[config.mk]
export PLATFORM = sky130hd
export DESIGN_NAME = reg_file_reader
export DESIGN_NICKNAME = d
export VERILOG_FILES = /design/src/rtl/reg_file_reader.sv
export SDC_FILE = /design/constraint.sdc
export NUM_CORES = 1
export LEC_CHECK = 0
export ABC_AREA = 1
export BUFFER_PORTS_ARGS = -buffer_cell sky130_fd_sc_hd__clkbuf_2
export CORE_MARGIN = 10
export CORE_UTILIZATION = 47
export CTS_BUF_LIST = sky130_fd_sc_hd__clkbuf_4
export DETAILED_ROUTE_END_ITERATION = 10
export GPL_ROUTABILITY_DRIVEN = 1
export HOLD_SLACK_MARGIN = 0.08
export PLACE_DENSITY_LB_ADDON = 0.25
export SLEW_MARGIN = 0
export SYNTH_ARGS = -nofsm -noshare
export SYNTH_HDL_FRONTEND = slang
export SYNTH_SLANG_ARGS = --single-unit
[constraint.sdc]
create_clock -name clock -period 1.2 [get_ports clock]
set_input_delay 0.12 -clock clock [delete_from_list [all_inputs] [get_ports clock]]
set_output_delay 0.12 -clock clock [all_outputs]
set_load 0.02 [all_outputs]
[src/rtl/reg_file_reader.sv]
// Read-side sequencer for the register file: sweeps read addresses on
// show presses (manual) or on a hold timer (auto), latching each word.
module reg_file_reader #(
  parameter int DATA_WIDTH  = 8,
  parameter int NUM_REGS    = 8,
  parameter int ADDR_WIDTH  = 3,
  parameter int HOLD_CYCLES = 4
) (
  input  logic                  clock,
  input  logic                  reset,
  input  logic                  show,
  input  logic                  auto,
  input  logic [DATA_WIDTH-1:0] read_data,
  output logic [ADDR_WIDTH-1:0] read_register,
  output logic [DATA_WIDTH-1:0] out_data,
  output logic [ADDR_WIDTH-1:0] out_index,
  output logic                  out_valid,
  output logic                  busy,
  output logic                  done
);

  localparam int CW = (HOLD_CYCLES > 1) ? $clog2(HOLD_CYCLES) : 1;

  typedef enum logic [1:0] {
    IDLE,
    SETUP,
    HOLD
  } state_e;

  state_e                  state_q, state_d;
  logic [ADDR_WIDTH-1:0]   idx_q, idx_d;
  logic [DATA_WIDTH-1:0]   data_q, data_d;
  logic [ADDR_WIDTH-1:0]   oidx_q, oidx_d;
  logic                    valid_q, valid_d;
  logic                    done_q, done_d;
  logic                    mode_q, mode_d;
  logic [CW-1:0]           cnt_q, cnt_d;
  logic                    prev_q, prev_d;

  logic show_edge;
  logic last;
  logic expire;
  logic in_hold;
  logic start;
  logic setup;
  logic abort;
  logic advance;

  assign show_edge = show & ~prev_q;
  assign last      = (idx_q == ADDR_WIDTH'(NUM_REGS - 1));
  assign expire    = (cnt_q == CW'(HOLD_CYCLES - 1));
  assign in_hold   = (state_q == HOLD);
  assign start     = (state_q == IDLE) & show_edge;
  assign setup     = (state_q == SETUP);
  // abort beats timer expiry when both land in the same cycle
  assign abort     = in_hold & mode_q & show_edge;
  assign advance   = in_hold &
                     (mode_q ? (~show_edge & expire) : show_edge);

  always_ff @(posedge clock or negedge reset) begin
    if (!reset) begin
      state_q <= IDLE;
      idx_q   <= '0;
      data_q  <= '0;
      oidx_q  <= '0;
      valid_q <= 1'b0;
      done_q  <= 1'b0;
      mode_q  <= 1'b0;
      cnt_q   <= '0;
      prev_q  <= 1'b1;
    end else begin
      state_q <= state_d;
      idx_q   <= idx_d;
      data_q  <= data_d;
      oidx_q  <= oidx_d;
      valid_q <= valid_d;
      done_q  <= done_d;
      mode_q  <= mode_d;
      cnt_q   <= cnt_d;
      prev_q  <= prev_d;
    end
  end

  always_comb begin
    state_d = state_q;
    case (state_q)
      IDLE:    if (start) state_d = SETUP;
      SETUP:   state_d = HOLD;
      HOLD: begin
        if (abort)        state_d = IDLE;
        else if (advance) state_d = last ? IDLE : SETUP;
      end
      default: state_d = IDLE;
    endcase
  end

  always_comb begin
    idx_d   = idx_q;
    data_d  = data_q;
    oidx_d  = oidx_q;
    valid_d = 1'b0;
    done_d  = 1'b0;
    mode_d  = mode_q;
    cnt_d   = cnt_q;
    prev_d  = show;
    unique case (1'b1)
      start: begin
        idx_d  = '0;
        mode_d = auto;
      end
      setup: begin
        data_d  = read_data;
        oidx_d  = idx_q;
        valid_d = 1'b1;
        cnt_d   = '0;
      end
      abort: begin
        idx_d = '0;
      end
      advance: begin
        if (last) begin
          done_d = 1'b1;
          idx_d  = '0;
        end else begin
          idx_d = idx_q + ADDR_WIDTH'(1);
        end
      end
      default: begin
        if (in_hold && mode_q) cnt_d = cnt_q + CW'(1);
      end
    endcase
  end

  assign read_register = idx_q;
  assign out_data      = data_q;
  assign out_index     = oidx_q;
  assign out_valid     = valid_q;
  assign done          = done_q;
  assign busy          = (state_q != IDLE);

endmodule

## After elaboration in Yosys (flattened, before gate mapping)

Cells that the tools add are included.

| cells by class | value |
|---|---|
| multiplexer cells | 13 |
| bitwise logic cells | 9 |
| reduce and logical (&&, ||, !) cells | 9 |
| equal/unequal tests | 6 |
| $add $sub $neg | 2 |

Operator list:

| cell | number |
|---|---|
| two-way mux 2 bit | 4 |
| AND 1 bit | 6 |
| case mux 2 bit (3 select lines) | 1 |
| case mux 3 bit (2 select lines) | 1 |
| nonzero test 2 bit | 3 |
| two-way mux 1 bit | 5 |
| equality test 2 bit, second input constant | 2 |
| case mux 2 bit (2 select lines) | 1 |
| AND reduction 2 bit | 2 |
| adder 3 x 1 -> 3 bit, second input constant | 1 |
| equality test 3 bit, second input constant | 1 |
| two-way mux 3 bit | 1 |
| != test 3 x 1 -> 1 bit, second input constant | 1 |
| inverter 1 bit | 3 |
| OR reduction 3 bit | 1 |
| adder 2 x 1 -> 2 bit, second input constant | 1 |
| equality test 2 x 1 -> 1 bit, second input constant | 1 |
| logical NOT 2 bit | 1 |
| != test 2 bit, second input constant | 1 |
| OR reduction 2 bit | 1 |
| logical AND 1 bit | 1 |

| storage, ports and cells | value |
|---|---|
| bits in registers | 22 |
| word-level logic and storage cells | 48 |
| output and inout bits | 17 |

## Depth between registers and ports, before layout

Gate-level depths: netlist (run 1).

| depth | value |
|---|---|
| word-level depth | 9 |
| depth in mapped cells | 8 |
| mapped depth without buffers | 8 |

## Least setup slack after synthesis (run 1)

No wires, ideal clock.

| path | value |
|---|---|
| path type | register to register |
| start | register idx_q[0] (netlist: read_register[0]) |
| end | register state_q[0] |
| path slack | -0.010 ns |
| setup time | 0.077 ns |
| data arrival time | 1.133 ns |
| cell stages (with the launch flop) | 6 |
| data required time | 1.123 ns |
| cell sequence | dfrtp_1 > ha_1 > ha_1 > inv_1 > o211ai_1 > a21oi_1 |

| on the way | value |
|---|---|
| longest elaborated chain between the ends | 5 |

Ends and longest elaborated chain:

| element | RTL line | RTL |
|---|---|---|
| start, declared | 31 | `logic [ADDR_WIDTH-1:0] idx_q, idx_d;` |
| start signal, assigned | 73 | `idx_q <= idx_d;` |
| equality test 3 bit | 50 | `assign last = (idx_q == ADDR_WIDTH'(NUM_REGS - 1));` |
| two-way mux 1 bit | 91 | `else if (advance) state_d = last ? IDLE : SETUP;` |
| two-way mux 2 bit | 91 |  |
| two-way mux 2 bit | 90 | `if (abort) state_d = IDLE;` |
| case mux 2 bit (3 select lines) | 86 | `case (state_q)` |
| end signal, assigned | 72 | `state_q <= state_d;` |
| end, declared | 30 | `state_e state_q, state_d;` |

No other way between the ends. The select of a mux whose other input is x is not followed.
A chain may end at the register's enable or synchronous reset.

## Worst setup path after layout (run 1)

| path | value |
|---|---|
| start | register prev_q |
| end | register idx_q[0] (netlist: read_register[0]) |

| on the way | value |
|---|---|
| longest elaborated chain between the ends | 7 |
| elaborated cells on any way between the ends | 11 |
| those cells by class | mux (2); bitwise (7); reduce/logical (2) |

Ends and longest elaborated chain:

| element | RTL line | RTL |
|---|---|---|
| start, declared | 38 | `logic prev_q, prev_d;` |
| start signal, assigned | 80 | `prev_q <= prev_d;` |
| inverter 1 bit * | 49 | `assign show_edge = show & ~prev_q;` |
| AND 1 bit * | 49 |  |
| inverter 1 bit | 58 | `(mode_q ? (~show_edge & expire) : show_edge);` |
| AND 1 bit | 58 |  |
| two-way mux 1 bit | 58 |  |
| AND 1 bit | 57 | `assign advance = in_hold &` |
| case mux 3 bit (2 select lines) / nonzero test 2 bit (equally long branches) | - |  |

Mark *: on every way between the ends. The rest lies on a longest branch, timed or not.

==> reports/metrics.csv, run 1 <==
metric,value,unit
outcome,finished with violations,
failing checks,setup timing,
mux share of post-synthesis cell area,0,
DR WL/cell,14.57,um
via count,894,
Core Rows,16,
LEAKAGE,0.7927,nW
Compound-Gate Fraction of Synth Area,0.07918,
Post-Synthesis Cells,109,
max-cap viol count,0,
Die Wd,65.66,um
H-tree depth,1,
Mapped Area,979.7,um^2
largest net degree at the start of global routing,23,
reg-to-reg startpoint,prev_q$_DFF_PN1_,
Clock power frac,0.153,
"Cell Chain, Critical Path",inv_2 > nand2_4 > nand2_2 > nand2_4 > nand2_8 > nand3_1 > o21ai_1,
setup_tns,-0.03179,ns
CP Class,register to register,
CP most frequent cell,nand2_4,
Net Sw Power,0.001652,W
CP Launch Type,register,
ANT nets after route,0,
CP Data Arrival Time,1.44,ns
multi-input combinational cell area,430.4,um^2
vias in the first global route,875,
relative slew slack,0.6514,
Starting DRT DRC Count,66,
Critical path origin,prev_q$_DFF_PN1_,
P&R area growth vs syn,49.68,%
Crit Path Max Fanout,8,
worst vdd ir,1.374,mV
CTS tree,done,
final global-route overflow total,0,
Worst Reg-to-Reg Cells,7,
Via density,4.755,
ranking of synthesized cells by area,"dfrtp_1 54%, nand2_1 16%, ha_1 3.8%",
Setup crit end kind,register,
Hold/Removal Path Class,input pin to register,
P_int,0.002181,W
DIE AREA,4311,um^2
clk slew on worst S/H paths,0.13,ns
CP Depth,7,
total CTS buffers,3,
final worst setup slack,-0.01426,ns
routed wire length,2.740,mm
dpl hpwl,1.703,mm
share of power burned in registers,0.324,
fin. max-slew vios,0,
clock sink count,22,
Synth warnings,0,
total global-route track usage,0.1219,
post-synthesis simple-gate area fraction,0.2631,
switch share,0.4310,
largest family of logic cells by synthesized area,simple AND/OR/NAND/NOR gates,
Final Critical Period,1.214,ns
DRC viols,0,
layout cell share with drive strength beyond 1,0.4224,
"commonest non-fill, non-tap cell in the layout",nand2_1,
Total Power,0.003833,W
register-to-register setup slack,-0.01,ns
Synth Net Count,124,
drt pass-1 iters,4,
fillers,137,
initial antenna violation count,0,
Placer Congestion,0.7926,
Synth Area in Adders,0.03831,
Slew @ Worst Pin,0.5229,ns
most frequent cells in the layout,"39 x nand2_1, 27 x clkbuf_2, 19 x dfrtp_1",
Final Skew,0.005518,ns
CP max stage delay,0.58,ns
Comb pwr share,0.523,
xor and xnor area share after synthesis,0,
syn_area_per_cell,8.988,um^2
CTS Buffer Depth,2,
"Seq/Total Area, Yosys",0.5632,
hold path startpoint,show,
Root Driver,clkbuf_4,
"CP delay by family, top",flip-flops,
hold path cells,4,
first-pass GRT wire length,4.105,mm
#FFs+latches synth,22,
CP Data Required Time,1.43,ns
Area after DPL,1190,um^2
RSZ-0062 raised after global routing,yes,
Netlist cell types,21,
Max Fclk,0.8235,GHz
Die Y,65.66,um
antenna fix cells,0,
fin area,1466,um^2
Layout Nets,177,
Core ar.,1962,um^2
Final Cycle Share,1.012,
# IOs,29,
crit path buf inv count,1,
Final setup viols,4,
top-area cell type share of the netlist area,0.5364,
Synth area leader,dfrtp_1,
later-pin clock latency in the skew report,0.33,ns
Critical-path top delay cell,dfstp_2,
Port Buf Inserts,28,
final hold violation count,0,
initial cell density of the core,0.4994,
PwrDens,2614,nW/um^2
register area,554.3,um^2
## per-layer routing
metal  track usage  vias to the layer above  part of all wire
li1              -                      447                 -
met1        0.1361                      414              0.39
met2        0.2005                       28              0.52
met3       0.04068                        5             0.071
met4       0.06417                        0             0.019
met5             0                        -                 0
## Yosys cell counts (all sizes together)
master,count
inv,12
nand2,45
nor2,7
nand3,6
ha,3
nand4,2
buf,2
a21oi,3
o211ai,3
o21ai,4
dfrtp,21
dfstp,1
## path summary, 6_finish.rpt
check                                                     to
worst max register to register  read_register[0]$_DFFE_PN0P_
min in group asynchronous                     done$_DFF_PN0_
worst min-delay path                  state_q[1]$_DFFE_PN0P_
max in group asynchronous                 mode_q$_DFFE_PN0P_
worst min register to register      out_index[2]$_DFFE_PN0N_
worst max-delay path            read_register[0]$_DFFE_PN0P_
## cell families after synthesis
family | Yosys count
flip-flops | 22
AO/OA/AOI/OAI | 10
adder cells (fa/ha/maj) | 3
AND/OR/NAND/NOR | 60
buffers and inverters | 14
## through the flow
step	hold WS, ns	util	worst slack, ns	instances
5_1_grt	0.2328	0.7474	-0.06890	188
4_1_cts	0.2193	0.7251	-0.007762	186
6_report	0.2170	0.7474	-0.01426	188
3_3_place_gp	0.1195	0.6065	0.02656	168
3_5_place_dp	0.1215	0.6065	-0.04180	168
2_1_floorplan	-0.1756	-	0.006862	109
## state kept, by name, indices dropped and copies added, names as in the netlist
signal and count:
out_data 8, out_index 3, read_register 3, cnt_q 2, state_q 2, done 1, mode_q 1, out_valid 1
prev_q 1
## power groups by stage
| stage | Combinational (W) | Clock (W) | Sequential [W] |
|---|---|---|---|
| floorplan | 0.000791 | 0 | 0.00148 |
| global placement | 0.00157 | 0 | 0.00121 |
| detailed placement | 0.00161 | 0 | 0.00122 |
| CTS | 0.00184 | 0.000586 | 0.00122 |
| global route | 0.00219 | 0.000628 | 0.00127 |
| finish | 0.00200 | 0.000587 | 0.00124 |
## layout make-up
| type | instances | area share |
|---|---|---|
| clock buffer | 3 | 0.01536 |
| clock inverter | 1 | 0.02048 |
| inverter | 12 | 0.03072 |
| multi-input combinational | 73 | 0.2935 |
| sequential | 22 | 0.3780 |
| tap | 27 | 0.02304 |
| timing repair buffer | 50 | 0.2389 |
## worst min-delay path, stage by stage
cell,delay (ns)
clkbuf_2,0.13
nand2_4,0.08
o211ai_1,0.12
nand2_1,0.06
## timing repair
action	4_1_cts	5_1_grt
setup endpoints to repair	7	9
buffers inserted	3	2
resized for setup	14	10
hold endpoints to repair	31	0
hold buffers	11	0
pin swaps	6	7
Note: power is estimated with default switching activity, not from simulation.
==> run 2, diff against run 1 <==
--- a/config.mk
+++ b/config.mk
@@ -8,12 +8,11 @@
 export ABC_AREA = 1
 export BUFFER_PORTS_ARGS = -buffer_cell sky130_fd_sc_hd__clkbuf_2
 export CORE_MARGIN = 10
-export CORE_UTILIZATION = 47
+export CORE_UTILIZATION = 30
 export CTS_BUF_LIST = sky130_fd_sc_hd__clkbuf_4
 export DETAILED_ROUTE_END_ITERATION = 10
 export GPL_ROUTABILITY_DRIVEN = 1
 export HOLD_SLACK_MARGIN = 0.08
-export PLACE_DENSITY_LB_ADDON = 0.25
 export SLEW_MARGIN = 0
 export SYNTH_ARGS = -nofsm -noshare
 export SYNTH_HDL_FRONTEND = slang
==> run 2 against run 1 <==
Compared with the run above: first-iteration DRC count shrank 80%; critical endpoint is now state_q[0]$_DFFE_PN0P_; largest power group unchanged; cell area grew 1.9%; clock-buffer cell count grew 1; largest cell class unchanged; final cell count grew 12%; the run still ends with setup timing left; sequential share of layout area shrank 0.70 points; via count shrank 0.34%; global-route usage shrank 4.4 points.
==> reports/metrics.csv, run 2 (synthesized netlist as in run 1, its figures left out) <==
metric,value,unit,change
Max Fclk,0.8195,GHz,was 0.8235 GHz
CP Data Arrival Time,1.45,ns,was 1.44 ns
Starting DRT DRC Count,13,,was 66
most frequent cells in the layout,"40 x nand2_1, 27 x clkbuf_2, 19 x dfrtp_1",,"was 39 x nand2_1, 27 x clkbuf_2, 19 x dfrtp_1"
DR WL/cell,11.63,um,was 14.57 um
Global Route met1 Usage,0.07765,,was 0.1361
Critical path origin,state_q[1]$_DFFE_PN0P_,,was prev_q$_DFF_PN1_
Root Driver,clkbuf_4,,unchanged
failing checks,setup timing,,unchanged
DIE AREA,5951,um^2,was 4311 um^2
Die Wd,77.15,um,was 65.66 um
clk slew on worst S/H paths,0.11,ns,was 0.13 ns
"Cell Chain, Critical Path",buf_4 > nand2_4 > inv_1 > o211ai_1 > o21ai_1 > a21oi_1,,was inv_2 > nand2_4 > nand2_2 > nand2_4 > nand2_8 > nand3_1 > o21ai_1
vias in the first global route,909,,was 875
CP Launch Type,register,,unchanged
initial cell density of the core,0.3183,,was 0.4994
final worst setup slack,-0.02027,ns,was -0.01426 ns
largest net degree at the start of global routing,23,,unchanged
CP max stage delay,0.47,ns,was 0.58 ns
outcome,finished with violations,,unchanged
CP Class,register to register,,unchanged
busiest layer in global routing,met2,,unchanged
Critical-path top delay cell,dfrtp_2,,was dfstp_2
Core Rows,20,,was 16
post-route insts no fill,210,,was 188
Hold/Removal Path Class,input pin to register,,unchanged
initial antenna violation count,0,,unchanged
layout cell share with drive strength beyond 1,0.4217,,was 0.4224
total global-route track usage,0.07751,,was 0.1219
Inst Count DP,186,,was 168
routed wire length,2.442,mm,was 2.740 mm
crit path buf inv count,2,,was 1
RSZ-0062 raised after global routing,yes,,unchanged
Critical Path End,state_q[0]$_DFFE_PN0P_,,was read_register[0]$_DFFE_PN0P_
reg-to-reg startpoint,state_q[1]$_DFFE_PN0P_,,was prev_q$_DFF_PN1_
Final Cycle Share,1.017,,was 1.012
P&R area growth vs syn,52.49,%,was 49.68%
LEAKAGE,0.8187,nW,was 0.7927 nW
Total Power,0.003629,W,was 0.003833 W
antenna fix cells,0,,unchanged
PwrDens,2429,nW/um^2,was 2614 nW/um^2
dpl hpwl,1.757,mm,was 1.703 mm
Final Skew,0.002197,ns,was 0.005518 ns
max FFs per register,8,,unchanged
Worst Reg-to-Reg Cells,6,,was 7
Via density,4.243,,was 4.755
CTS Buffer Depth,2,,unchanged
final global-route overflow total,0,,unchanged
"commonest non-fill, non-tap cell in the layout",nand2_1,,unchanged
CP Depth,6,,was 7
first-pass GRT wire length,3.891,mm,was 4.105 mm
final hold violation count,0,,unchanged
Core ar.,3078,um^2,was 1962 um^2
fin. max-slew vios,0,,unchanged
via count,891,,was 894
Placer Congestion,0.7927,,was 0.7926
Final setup viols,2,,was 4
max-cap viol count,0,,unchanged
CTS tree,done,,unchanged
Die Y,77.15,um,was 65.66 um
DRC viols,0,,unchanged
Setup crit end kind,register,,unchanged
ANT nets after route,0,,unchanged
Crit Path Max Fanout,4,,was 8
register-to-register setup slack,-0.02,ns,was -0.01 ns
H-tree depth,1,,unchanged
CP Data Required Time,1.43,ns,about the same
routing usage on met3,0.02564,,was 0.04068
Layout Nets,182,,was 177
Slew @ Worst Pin,0.5343,ns,was 0.5229 ns
Port Buf Inserts,28,,unchanged
later-pin clock latency in the skew report,0.30,ns,was 0.33 ns
# IOs,29,,unchanged
relative slew slack,0.6438,,was 0.6514
global-route track usage on met2,0.1371,,was 0.2005
worst vdd ir,0.9005,mV,was 1.374 mV
RR Endpoint,state_q[0]$_DFFE_PN0P_,,was read_register[0]$_DFFE_PN0P_
total CTS buffers,3,,unchanged
"CP delay by family, top",flip-flops,,unchanged
drt pass-1 iters,4,,unchanged
Final Critical Period,1.220,ns,was 1.214 ns
clock sink count,22,,unchanged
run 2: what timing repair did:
item	CTS	global route
hold endpoints to repair	31	0
setup buffers	3	6
gates resized for setup	5	13
hold buffers	11	0
setup endpoints to repair	5	8
pin swaps	2	8
cloned	0	0
run 2: tightest hold or removal path: stages:
cell and delay (ns):
clkbuf_2 0.12, inv_1 0.06, nor2_1 0.08, nand2_1 0.09, a21oi_1 0.07
run 2: through the flow:
step	setup TNS [ns]	hold slack [ns]	area (um^2)	utilization	setup slack [ns]
2_1_floorplan	0	-0.1756	980.9	-	0.006862
3_3_place_gp	0	0.1218	1231	0.4000	0.02360
3_5_place_dp	-0.05209	0.1288	1231	0.4000	-0.02575
4_1_cts	0	0.2081	1408	0.4573	0.007019
5_1_grt	-0.2461	0.2941	1494	0.4854	-0.1261
6_report	-0.02256	0.2562	1494	0.4854	-0.02027
run 2: routing by layer:
metal	share of wire	up-vias
met2	0.51	23
met5	0	-
met3	0.068	6
li1	-	457
met1	0.40	405
met4	0.018	0
run 2: worst min-delay path by stage:
stage	startpoint	slack (ns)	depth (start not counted)	endpoint
after detailed placement	reset	0.13	1	done$_DFF_PN0_
after floorplan	reset	-0.18	0	cnt_q[0]$_DFFE_PN0P_
after global placement	reset	0.12	1	done$_DFF_PN0_
final	show	0.26	5	mode_q$_DFFE_PN0P_
after CTS	show	0.21	5	mode_q$_DFFE_PN0P_
after global routing	show	0.29	5	done$_DFF_PN0_
run 2: final cells by class:
type / count / area, um^2
clock buffer: 4 / 30.03
timing repair buffer: 55 / 392.9
sequential: 22 / 554.3
inverter: 12 / 45.04
tap: 44 / 55.05
fill: 302 / 1584
multi-input combinational: 73 / 416.7
run 2: power breakdown:
part	total, W	switching [W]	internal (W)	leakage [nW]
clock network	0.000367	0.000214	0.000152	0.0184
registers	0.00124	0.000203	0.00104	0.276
logic	0.00202	0.00115	0.000868	0.524
==> run 3, diff against run 2 <==
--- a/config.mk
+++ b/config.mk
@@ -8,7 +8,7 @@
 export ABC_AREA = 1
 export BUFFER_PORTS_ARGS = -buffer_cell sky130_fd_sc_hd__clkbuf_2
 export CORE_MARGIN = 10
-export CORE_UTILIZATION = 30
+export CORE_UTILIZATION = 35
 export CTS_BUF_LIST = sky130_fd_sc_hd__clkbuf_4
 export DETAILED_ROUTE_END_ITERATION = 10
 export GPL_ROUTABILITY_DRIVEN = 1
==> run 3 against run 2 <==
Compared with the run above: the flow now finishes without violations; via count up 0.45%; first-iteration DRC count unchanged; final cell count is 7.6% lower; worst setup slack better by 0.032 ns; clock skew fell by 0.00085 ns; flip-flop and latch count stayed put; utilization is 7.7 points higher; maximum frequency rose by 2.7%; register-to-register slack better by 0.03 ns; sequential power about the same.
==> reports/metrics.csv, run 3 (synthesized netlist as in run 1, its figures left out) <==
metric,value,unit,change
outcome,"finished, final reports clean",,was finished with violations
DRC viols,0,,unchanged
Layout Nets,179,,was 182
fillers,251,,was 302
clock sink count,22,,unchanged
CP Data Required Time,1.08,ns,was 1.43 ns
post-route insts no fill,194,,was 210
Hold/Removal Path Class,input pin to async pin,,was input pin to register
Core ar.,2710,um^2,was 3078 um^2
initial cell density of the core,0.3615,,was 0.3183
RSZ-0062 raised after global routing,yes,,unchanged
"Cell Chain, Critical Path",nor2_2 > inv_2 > buf_6,,was buf_4 > nand2_4 > inv_1 > o211ai_1 > o21ai_1 > a21oi_1
Final setup viols,0,,was 2
Placer Congestion,0.7100,,was 0.7927
Final Cycle Share,0.9906,,was 1.017
CTS Buffer Depth,2,,unchanged
Global Route met1 Usage,0.1137,,was 0.07765
CP Data Arrival Time,1.07,ns,was 1.45 ns
total CTS buffers,3,,unchanged
layout cell share with drive strength beyond 1,0.4356,,was 0.4217
vias in the first global route,916,,was 909
CP Class,register to output port,,was register to register
Final Critical Period,1.189,ns,was 1.220 ns
relative slew slack,0.6371,,was 0.6438
CTS tree,done,,unchanged
routed wire length,2.667,mm,was 2.442 mm
Crit Path Max Fanout,3,,was 4
fin. max-slew vios,0,,unchanged
LEAKAGE,0.8100,nW,was 0.8187 nW
Max Fclk,0.8413,GHz,was 0.8195 GHz
Inst Count DP,173,,was 186
final hold violation count,0,,unchanged
Final Skew,0.001348,ns,was 0.002197 ns
most frequent cells in the layout,"39 x nand2_1, 25 x clkbuf_2, 19 x dfrtp_1",,"was 40 x nand2_1, 27 x clkbuf_2, 19 x dfrtp_1"
DR WL/cell,13.75,um,was 11.63 um
dpl hpwl,1.734,mm,was 1.757 mm
Die Wd,72.91,um,was 77.15 um
CP Launch Type,register,,unchanged
"CP delay by family, top",flip-flops,,unchanged
Via density,4.613,,was 4.243
CP max stage delay,0.42,ns,was 0.47 ns
later-pin clock latency in the skew report,0.32,ns,was 0.30 ns
drt pass-1 iters,4,,unchanged
DIE AREA,5315,um^2,was 5951 um^2
# IOs,29,,unchanged
antenna fix cells,0,,unchanged
Root Driver,clkbuf_4,,unchanged
fin area,1524,um^2,was 1494 um^2
H-tree depth,1,,unchanged
Port Buf Inserts,28,,unchanged
Die Y,72.91,um,was 77.15 um
max-cap viol count,0,,unchanged
initial antenna violation count,0,,unchanged
Setup crit end kind,output port,,was register
Starting DRT DRC Count,13,,unchanged
largest net degree at the start of global routing,23,,unchanged
max FFs per register,8,,unchanged
"commonest non-fill, non-tap cell in the layout",nand2_1,,unchanged
final global-route overflow total,0,,unchanged
busiest layer in global routing,met2,,unchanged
worst vdd ir,1.457,mV,was 0.9005 mV
ANT nets after route,0,,unchanged
P&R area growth vs syn,55.56,%,was 52.49%
first-pass GRT wire length,4.229,mm,was 3.891 mm
routing usage on met3,0.03673,,was 0.02564
crit path buf inv count,2,,unchanged
Critical-path top delay cell,dfrtp_1,,was dfrtp_2
via count,895,,was 891
PwrDens,2570,nW/um^2,was 2429 nW/um^2
global-route track usage on met2,0.1609,,was 0.1371
clk slew on worst S/H paths,0.12,ns,was 0.11 ns
total global-route track usage,0.09847,,was 0.07751
Area after DPL,1202,um^2,was 1231 um^2
Slew @ Worst Pin,0.5443,ns,was 0.5343 ns
Core Rows,19,,was 20
==> run 3: changes by cell type in the layout (fill, tap and decap cells not counted), moves of 2 or more <==
cell and change:
ha_1 -2, buf_6 +4, nand3_2 -2, nor2_2 +2, clkbuf_2 -2, buf_4 -3
==> run 3: worst register-to-register path: cells and delay by family (launching register included) <==
kind	cells	cell delay [ns]
buffers and inverters	1	0.04
DFF	1	0.57
and+or+nand+nor	6	0.48
==> run 3: area by class of cell <==
class,count,area (um^2),share of cell area
tap,31,38.79,0.02545
clock buffer,3,22.52,0.01478
clock inverter,1,30.03,0.01970
sequential,22,554.3,0.3637
multi-input combinational,73,460.4,0.3021
inverter,12,47.55,0.03120
timing repair buffer,52,370.4,0.2430
==> run 3: stage by stage <==
step	utilization	hold slack (ns)	setup TNS, ns	setup slack [ns]	power [W]
finish	0.5623	0.3091	0	0.01129	0.003916
CTS	0.5102	0.3455	-0.001952	-0.001952	0.003511
global placement	0.4437	0.1284	0	0.02443	0.002809
detailed placement	0.4437	0.1418	-0.02534	-0.01150	0.002850
floorplan	-	-0.1756	0	0.006862	0.002269
global route	0.5623	0.3588	-0.2252	-0.05455	0.004231
==> run 3: power breakdown <==
group | switching, W | internal, W | total (W)
Sequential | 0.000201 | 0.00104 | 0.00124
Combinational | 0.00124 | 0.000862 | 0.00210
Clock | 0.000239 | 0.000338 | 0.000577
Total | 0.00168 | 0.00224 | 0.00392
==> run 3: what timing repair did <==
action / CTS / global route
hold buffers: 11 / 0
pin swaps: 0 / 11
setup endpoints to repair: 7 / 17
buffers inserted: 1 / 5
endpoints found under the hold margin: 31 / 0
gates resized for setup: 4 / 31
==> run 3: metal layers <==
layer	up-vias	wire length [um]
met2	24	1307
met5	-	0
met1	410	1119
met4	0	43
met3	5	196
li1	456	-
==> run 3: path summary, 6_finish.rpt <==
path	slack, ns	start	endpoint	cells after the start
setup / recovery	0.01	state_q[0]$_DFFE_PN0P_	busy	3
hold / removal	0.31	reset	out_valid$_DFF_PN0_	2
setup reg to reg	0.01	prev_q$_DFF_PN1_	read_register[2]$_DFFE_PN0P_	7
hold reg to reg	0.49	out_data[0]$_DFFE_PN0N_	out_data[0]$_DFFE_PN0N_	2
max in group asynchronous	0.50	reset	read_register[0]$_DFFE_PN0P_	2
min in group clock	0.48	show	prev_q$_DFF_PN1_	2
